File: src/rtl/mc_ctrl_pkg.sv
// Shared definitions for the multi-cycle MIPS controller: state encodings,
// opcodes, datapath select codes and the bundled control-word type.
package mc_ctrl_pkg;

  typedef enum logic [3:0] {
    ST_FETCH     = 4'd0,
    ST_DECODE    = 4'd1,
    ST_MEM_ADDR  = 4'd2,
    ST_MEM_READ  = 4'd3,
    ST_MEM_WB    = 4'd4,
    ST_MEM_WRITE = 4'd5,
    ST_R_EXEC    = 4'd6,
    ST_R_WB      = 4'd7,
    ST_BRANCH    = 4'd8,
    ST_JUMP      = 4'd9,
    ST_JAL       = 4'd10,
    ST_ADDI_EXEC = 4'd11,
    ST_ADDI_WB   = 4'd12
  } state_t;

  localparam logic [5:0] OP_RTYPE = 6'b000000;
  localparam logic [5:0] OP_LW    = 6'b100011;
  localparam logic [5:0] OP_SW    = 6'b101011;
  localparam logic [5:0] OP_BEQ   = 6'b000100;
  localparam logic [5:0] OP_J     = 6'b000010;
  localparam logic [5:0] OP_JAL   = 6'b000011;
  localparam logic [5:0] OP_ADDI  = 6'b001000;

  localparam logic [1:0] SRCB_REGB    = 2'b00;
  localparam logic [1:0] SRCB_FOUR    = 2'b01;
  localparam logic [1:0] SRCB_IMM     = 2'b10;
  localparam logic [1:0] SRCB_IMM_SH2 = 2'b11;

  localparam logic [1:0] ALUOP_ADD   = 2'b00;
  localparam logic [1:0] ALUOP_SUB   = 2'b01;
  localparam logic [1:0] ALUOP_FUNCT = 2'b10;

  localparam logic [1:0] PCSRC_ALU    = 2'b00;
  localparam logic [1:0] PCSRC_ALUOUT = 2'b01;
  localparam logic [1:0] PCSRC_JUMP   = 2'b10;

  localparam logic [1:0] REGDST_RT = 2'b00;
  localparam logic [1:0] REGDST_RD = 2'b01;
  localparam logic [1:0] REGDST_RA = 2'b10;

  localparam logic [1:0] M2R_ALUOUT = 2'b00;
  localparam logic [1:0] M2R_MDR    = 2'b01;
  localparam logic [1:0] M2R_PC     = 2'b10;

  typedef struct packed {
    logic       pc_write;
    logic       pc_write_cond;
    logic       ir_write;
    logic       reg_write;
    logic       mem_read;
    logic       mem_write;
    logic       i_or_d;
    logic       alu_src_a;
    logic [1:0] alu_src_b;
    logic [1:0] alu_op;
    logic [1:0] pc_source;
    logic [1:0] reg_dst;
    logic [1:0] mem_to_reg;
  } ctrl_t;

  function automatic logic op_supported(input logic [5:0] op);
    return (op == OP_RTYPE) || (op == OP_LW) || (op == OP_SW) || (op == OP_BEQ) ||
           (op == OP_J) || (op == OP_JAL) || (op == OP_ADDI);
  endfunction

  // States whose exit to FETCH completes an instruction.
  function automatic logic is_retire_state(input state_t s);
    return (s == ST_MEM_WB) || (s == ST_MEM_WRITE) || (s == ST_R_WB) || (s == ST_BRANCH) ||
           (s == ST_JUMP) || (s == ST_JAL) || (s == ST_ADDI_WB);
  endfunction

endpackage

File: src/rtl/mc_ctrl_decode.sv
// Combinational control-word decode from the current state, opcode and the
// memory handshake; no state is held here.
module mc_ctrl_decode
  import mc_ctrl_pkg::*;
(
  input  state_t     i_state,
  input  logic [5:0] i_opcode,
  input  logic       i_mem_ready,
  output ctrl_t      o_ctrl,
  output logic       o_bad_opcode
);

  always_comb begin
    o_ctrl       = '0;
    o_bad_opcode = 1'b0;
    case (i_state)
      ST_FETCH: begin
        o_ctrl.mem_read  = 1'b1;
        o_ctrl.alu_src_b = SRCB_FOUR;
        o_ctrl.ir_write  = i_mem_ready;
        o_ctrl.pc_write  = i_mem_ready;
      end
      ST_DECODE: begin
        o_ctrl.alu_src_b = SRCB_IMM_SH2;
        o_bad_opcode     = !op_supported(i_opcode);
      end
      ST_MEM_ADDR, ST_ADDI_EXEC: begin
        o_ctrl.alu_src_a = 1'b1;
        o_ctrl.alu_src_b = SRCB_IMM;
      end
      ST_MEM_READ: begin
        o_ctrl.mem_read = 1'b1;
        o_ctrl.i_or_d   = 1'b1;
      end
      ST_MEM_WB: begin
        o_ctrl.reg_write  = 1'b1;
        o_ctrl.mem_to_reg = M2R_MDR;
      end
      ST_MEM_WRITE: begin
        o_ctrl.mem_write = 1'b1;
        o_ctrl.i_or_d    = 1'b1;
      end
      ST_R_EXEC: begin
        o_ctrl.alu_src_a = 1'b1;
        o_ctrl.alu_op    = ALUOP_FUNCT;
      end
      ST_R_WB: begin
        o_ctrl.reg_dst   = REGDST_RD;
        o_ctrl.reg_write = 1'b1;
      end
      ST_BRANCH: begin
        o_ctrl.alu_src_a     = 1'b1;
        o_ctrl.alu_op        = ALUOP_SUB;
        o_ctrl.pc_write_cond = 1'b1;
        o_ctrl.pc_source     = PCSRC_ALUOUT;
      end
      ST_JUMP: begin
        o_ctrl.pc_write  = 1'b1;
        o_ctrl.pc_source = PCSRC_JUMP;
      end
      // $31 receives the PC already advanced during FETCH.
      ST_JAL: begin
        o_ctrl.pc_write   = 1'b1;
        o_ctrl.pc_source  = PCSRC_JUMP;
        o_ctrl.reg_write  = 1'b1;
        o_ctrl.reg_dst    = REGDST_RA;
        o_ctrl.mem_to_reg = M2R_PC;
      end
      ST_ADDI_WB: o_ctrl.reg_write = 1'b1;
      default: ;
    endcase
  end

endmodule

File: src/rtl/multicycle_control.sv
// Multi-cycle MIPS controller: state register, next-state sequencing,
// reset gating of every output and the retired-instruction counter.
module multicycle_control
  import mc_ctrl_pkg::*;
#(
  parameter int COUNT_W = 32
) (
  input  logic               clk,
  input  logic               reset,
  input  logic [5:0]         opcode,
  input  logic               mem_ready,
  output logic               PCWrite,
  output logic               PCWriteCond,
  output logic               IRWrite,
  output logic               RegWrite,
  output logic               MemRead,
  output logic               MemWrite,
  output logic               IorD,
  output logic               ALUSrcA,
  output logic [1:0]         ALUSrcB,
  output logic [1:0]         ALUOp,
  output logic [1:0]         PCSource,
  output logic [1:0]         RegDst,
  output logic [1:0]         MemtoReg,
  output logic               bad_opcode,
  output logic [3:0]         state,
  output logic [COUNT_W-1:0] instr_retired
);

  state_t               r_state;
  state_t               w_next;
  logic [COUNT_W-1:0]   r_retired;
  ctrl_t                w_ctrl;
  ctrl_t                w_ctrl_out;
  logic                 w_bad;

  mc_ctrl_decode u_decode (
    .i_state      (r_state),
    .i_opcode     (opcode),
    .i_mem_ready  (mem_ready),
    .o_ctrl       (w_ctrl),
    .o_bad_opcode (w_bad)
  );

  always_comb begin
    w_next = ST_FETCH;
    case (r_state)
      ST_FETCH:     w_next = mem_ready ? ST_DECODE : ST_FETCH;
      ST_DECODE: begin
        case (opcode)
          OP_LW, OP_SW: w_next = ST_MEM_ADDR;
          OP_RTYPE:     w_next = ST_R_EXEC;
          OP_BEQ:       w_next = ST_BRANCH;
          OP_J:         w_next = ST_JUMP;
          OP_JAL:       w_next = ST_JAL;
          OP_ADDI:      w_next = ST_ADDI_EXEC;
          default:      w_next = ST_FETCH;
        endcase
      end
      ST_MEM_ADDR:  w_next = (opcode == OP_LW) ? ST_MEM_READ : ST_MEM_WRITE;
      ST_MEM_READ:  w_next = mem_ready ? ST_MEM_WB : ST_MEM_READ;
      ST_MEM_WRITE: w_next = mem_ready ? ST_FETCH : ST_MEM_WRITE;
      ST_R_EXEC:    w_next = ST_R_WB;
      ST_ADDI_EXEC: w_next = ST_ADDI_WB;
      default:      w_next = ST_FETCH;
    endcase
  end

  always_ff @(posedge clk) begin
    if (reset) begin
      r_state   <= ST_FETCH;
      r_retired <= '0;
    end else begin
      r_state <= w_next;
      if (is_retire_state(r_state) && (w_next == ST_FETCH))
        r_retired <= r_retired + COUNT_W'(1);
    end
  end

  // Reset forces every output low so an aborted instruction writes nothing.
  assign w_ctrl_out    = reset ? '0 : w_ctrl;
  assign bad_opcode    = reset ? 1'b0 : w_bad;
  assign state         = reset ? 4'd0 : r_state;
  assign instr_retired = reset ? '0 : r_retired;

  assign PCWrite     = w_ctrl_out.pc_write;
  assign PCWriteCond = w_ctrl_out.pc_write_cond;
  assign IRWrite     = w_ctrl_out.ir_write;
  assign RegWrite    = w_ctrl_out.reg_write;
  assign MemRead     = w_ctrl_out.mem_read;
  assign MemWrite    = w_ctrl_out.mem_write;
  assign IorD        = w_ctrl_out.i_or_d;
  assign ALUSrcA     = w_ctrl_out.alu_src_a;
  assign ALUSrcB     = w_ctrl_out.alu_src_b;
  assign ALUOp       = w_ctrl_out.alu_op;
  assign PCSource    = w_ctrl_out.pc_source;
  assign RegDst      = w_ctrl_out.reg_dst;
  assign MemtoReg    = w_ctrl_out.mem_to_reg;

endmodule

File: config.mk
export PLATFORM = sky130hd
export DESIGN_NAME = multicycle_control
export DESIGN_NICKNAME = d
export VERILOG_FILES = /design/src/rtl/mc_ctrl_pkg.sv /design/src/rtl/mc_ctrl_decode.sv /design/src/rtl/multicycle_control.sv
export SDC_FILE = /design/constraint.sdc
export NUM_CORES = 1
export LEC_CHECK = 0
export CAP_MARGIN = 20
export CORE_ASPECT_RATIO = 0.75
export CORE_MARGIN = 10
export CORE_UTILIZATION = 47
export CTS_CLUSTER_SIZE = 10
export DETAILED_ROUTE_END_ITERATION = 8
export GPL_ROUTABILITY_DRIVEN = 0
export GPL_TIMING_DRIVEN = 1
export PLACE_DENSITY = 0.81
export SETUP_SLACK_MARGIN = 0.2
export SYNTH_ARGS = -nofsm -noshare
export SYNTH_HDL_FRONTEND = slang
export SYNTH_HIERARCHICAL = 1
export SYNTH_SLANG_ARGS = --single-unit
File: constraint.sdc
create_clock -name clk -period 2.2 [get_ports clk]
set_input_delay 0.55 -clock clk [delete_from_list [all_inputs] [get_ports clk]]
set_output_delay 0.55 -clock clk [all_outputs]
set_load 0.005 [all_outputs]
==> results of run 1 <==
area by class of cell:
class	instances	area, um^2
multi-input combinational	283	2718
timing repair buffer	178	1792
sequential	36	735.7
fill	165	441.7
tap	78	97.59
clock buffer	7	86.33
inverter	8	37.54
clock inverter	1	7.507
metrics by stage:
| stage | instances | hold slack, ns | power (mW) | util | TNS (ns) |
|---|---|---|---|---|---|
| 6_report | 591 | 0.5424 | 1.639 | 0.9253 | -8.410 |
| 5_1_grt | 591 | 0.5454 | 1.664 | 0.9253 | -10.38 |
| 4_1_cts | 563 | 0.5078 | 1.483 | 0.8249 | -0.4715 |
| 3_5_place_dp | 509 | 0.4915 | 0.8849 | 0.6593 | -18.49 |
| 3_3_place_gp | 509 | 0.4773 | 0.8773 | 0.6593 | -17.13 |
| 2_1_floorplan | 354 | 0.4473 | 0.7890 | - | 0 |
worst paths after layout:
| kind | from | end | cells past startpoint |
|---|---|---|---|
| worst min register to register | r_retired[8]$_SDFFE_PP0P_ | r_retired[8]$_SDFFE_PP0P_ | 2 |
| worst min-delay path | r_retired[8]$_SDFFE_PP0P_ | r_retired[8]$_SDFFE_PP0P_ | 2 |
| worst max-delay path | opcode[0] | r_retired[30]$_SDFFE_PP0P_ | 11 |
| worst max register to register | r_state[0]$_SDFF_PP0_ | r_retired[17]$_SDFFE_PP0P_ | 10 |
flip-flops by register name, summed over array words and instances (netlist names):
register,count
r_state,4
r_retired,32
layer usage:
layer | vias up | part of all wire | global-route usage
met5 | - | 0 | 0
met2 | 466 | 0.43 | 0.4375
li1 | 1571 | - | -
met3 | 183 | 0.13 | 0.06762
met4 | 0 | 0.097 | 0.1120
met1 | 1975 | 0.34 | 0.3037
power by group through the flow:
stage / Combinational, mW / Clock, mW / Sequential [mW]
2_1_floorplan: 0.119 / 0 / 0.670
3_3_place_gp: 0.207 / 0 / 0.671
3_5_place_dp: 0.214 / 0 / 0.671
4_1_cts: 0.324 / 0.504 / 0.654
5_1_grt: 0.442 / 0.566 / 0.655
6_report: 0.436 / 0.548 / 0.655
cell families (layout without fill, tap and decap cells):
kind of cell,count (synthesis),in the layout,share of synthesized area
compound gates,29,29,0.07554
xor+xnor,14,14,0.04206
fa+ha+maj,1,1,0.004291
buf+inv,36,194,0.06695
flops,36,36,0.2472
mux,23,23,0.1094
simple gates,215,216,0.4545
repair_timing:
action                                  4_1_cts  5_1_grt
endpoints found under the setup margin       87       55
pin swaps                                    30       40
gates resized for setup                     249       95
gates cloned                                  9        0
hold buffers                                  0        0
buffers inserted                             37       28
hold endpoints to repair                      0        0
worst min-delay path, delay by kind of cell, from the launching register on:
family	cells	cell delay [ns]
AND/OR/NAND/NOR	1	0.08
flip-flops	1	0.36
XOR/XNOR	1	0.08
synth_stat cells (3+ instances only):
cell type	number
sky130_fd_sc_hd__a21oi_1	9
sky130_fd_sc_hd__and2_1	4
sky130_fd_sc_hd__and3_1	6
sky130_fd_sc_hd__buf_2	6
sky130_fd_sc_hd__buf_4	6
sky130_fd_sc_hd__buf_6	4
sky130_fd_sc_hd__clkbuf_1	11
sky130_fd_sc_hd__dfxtp_1	36
sky130_fd_sc_hd__inv_1	8
sky130_fd_sc_hd__mux2_4	17
sky130_fd_sc_hd__mux2i_1	3
sky130_fd_sc_hd__nand2_1	15
sky130_fd_sc_hd__nand2b_1	4
sky130_fd_sc_hd__nand3_1	13
sky130_fd_sc_hd__nand4_1	14
sky130_fd_sc_hd__nor2_1	48
sky130_fd_sc_hd__nor2b_1	50
sky130_fd_sc_hd__nor3_1	9
sky130_fd_sc_hd__nor3_2	16
sky130_fd_sc_hd__nor3b_1	6
sky130_fd_sc_hd__nor4_1	9
sky130_fd_sc_hd__o31ai_1	3
sky130_fd_sc_hd__or4_1	4
sky130_fd_sc_hd__xnor2_1	13
==> results list, run 1 <==
* Via/cell ratio: 7.098
- For this design the ratio of total power to cell area is 299.5 nW/um^2.
* Net count of the mapped netlist: 364
- Clock-pin slew was measured on the worst setup and hold paths at 0.08 ns.
* Antenna diode count: 0
- For this run, asynchronously set or reset flops after synthesis account for 0.
- Share of synthesized area occupied by flip-flops and latches: 0.2472
- During placement, the flow inserted port buffers numbering 63.
* Inserted Clock Buffers: 5
- The number of antenna violations at the first check in global routing was 0.
- In this design, the stage delay of the slowest critical-path cell is 0.46 ns.
- Average wire per cell in the routed design: 29.72 um
* Crit path capture type: register
* Minimum setup slack after placement: -0.6821 ns
- In the global route stage, overall resource usage came out at 0.2574.
- Req. time, crit path: 2.38 ns
- Max-slew violation count: 0
- Of the cells placed in the final design, the portion with a size suffix greater than 1 is 0.5614.
* Min setup slack post-route: -0.3938 ns
- Die width: 110.9 um
* Number of DRC violations after detailed-routing iteration 0: 524
- The clock drives 36 sinks.
* TritonCTS clock tree: done
* Layout Nets: 522
* Buffer levels on the longest clock path: 2
- At the worst endpoint, the arrival time is 2.78 ns.
- Of the total power, the share spent switching nets is 0.3228.
- RSZ-0062 raised after global routing: yes
* Maximum fanout along the worst path: 8
- Critical path launch point type: primary input
* Crit-path leading delay family: compound AO/OA/AOI/OAI gates
- Total buffers and inverters traversed by the critical path: 5
* Crit share post-route: 1.179
* Area share of the largest cell type after synthesis: 0.2472
- Clock tree synthesis selected as its root buffer the cell sky130_fd_sc_hd__clkbuf_8.
* Commonest non-fill, non-tap cells in the layout: 60 x sky130_fd_sc_hd__buf_4, 42 x sky130_fd_sc_hd__buf_6, 40 x sky130_fd_sc_hd__nor2_1
* Clock Skews: 0.009655 ns
- Instance count of the mapped netlist: 354
- Relative contribution of combinational cells to total power: 0.266
- Yosys mapped a number of flops with a built-in enable equal to 0.
* Standard-cell rows: 24
- Wire length of the first global-routing pass: 20,650 um
* Crit path time final: 2.594 ns
* Slew at the pin closest to its max-slew limit: 0.4963 ns
* Largest cells by area after synthesis: sky130_fd_sc_hd__dfxtp_1 25%, sky130_fd_sc_hd__nor2b_1 11%, sky130_fd_sc_hd__mux2_4 8.8%
- Counting flops and latches in the post-synthesis netlist gives 36.
* Top_reg_cell synth: sky130_fd_sc_hd__dfxtp_1
- The die is 88.21 um tall.
- Final setup viols: 46
* Type of the worst setup path: in -> reg
- The setup check on the worst reg-to-reg path leaves a slack of -0.31 ns.
- Io pins: 64
- Most common library cell in the layout ignoring fill and taps: sky130_fd_sc_hd__buf_4
- H-tree levels: 2
- Summed over all cells, the static leakage comes to 2.232 nW.
* Design area: 5474 um^2
- After synthesis the cells add up to 2915 um^2.
- Entering global routing, the biggest net connects 26 pins.
- Endpoints failing hold: 0
* Cell Area, Placed: 3900 um^2
* Length of the first detailed-routing pass in iterations: 8
- For this configuration, the core starts out at a cell density of 0.4928.
- On the critical path, the stage with the largest delay is an instance of sky130_fd_sc_hd__o31ai_1.
* Most frequent CP cell: sky130_fd_sc_hd__buf_6
- Violations in the final reports: negative setup slack
- The total overflow left after global routing is 0.
- For this run, the number of Yosys warnings is 6.
- After legalization and detailed placement, the total HPWL measured 5817 um.
- The floorplan step defined a die boundary enclosing 9785 um^2.
- IR analysis of the VDD net gives a maximum drop of 0.3718 mV.
- Cell-by-cell listing of the critical path: clkdlybuf4s15_2 -> buf_6 -> buf_4 -> nor3_1 -> a31oi_1 -> o32a_1 -> nand4_4 -> buf_6 -> buf_16 -> o31ai_1 -> a21oi_2
- Internal power comes to 1.110 mW.
- Result of the run: finished with violations
- Clock latency reported for the late side of the worst-skew pair: 0.31 ns
- Derived from the worst setup path, the maximum achievable clock frequency is 385.5 MHz.
* Library cell with the largest summed area after synthesis: sky130_fd_sc_hd__dfxtp_1
* Number of maximum-capacitance violations: 0
- Via count of the first global-routing pass: 3,623
* Core outline area: 5916 um^2
* Final antenna-violating net count: 0
* Max transition margin: 0.6663
- Area growth from synthesis to layout: 87.77%
- The routed layout has 4,195 vias.
- The average instance in the mapped netlist occupies 8.235 um^2.
* Worst hold-check path type: reg -> reg
* # DRC: 0
- In this run the power spent charging and discharging nets is 0.5292 mW.
- Proportion of power drawn by the clock network: 0.334
- Post-synthesis cell type count: 56
- Sequential power share: 0.400
- Post-Route WL: 17,560 um
(Power assumes the default switching activity.)
==> run 2, diff against run 1 <==
Settings changed: CAP_MARGIN 20 to not set, CTS_CLUSTER_DIAMETER set to 30, HOLD_SLACK_MARGIN set to 0.12.
==> results of run 2 <==
Final layout, timing and power as in run 1 (identical DEF).
==> run 3, diff against run 2 <==
Settings changed: SLEW_MARGIN set to 25.
==> results of run 3 <==
Final layout, timing and power as in run 1 (identical DEF).
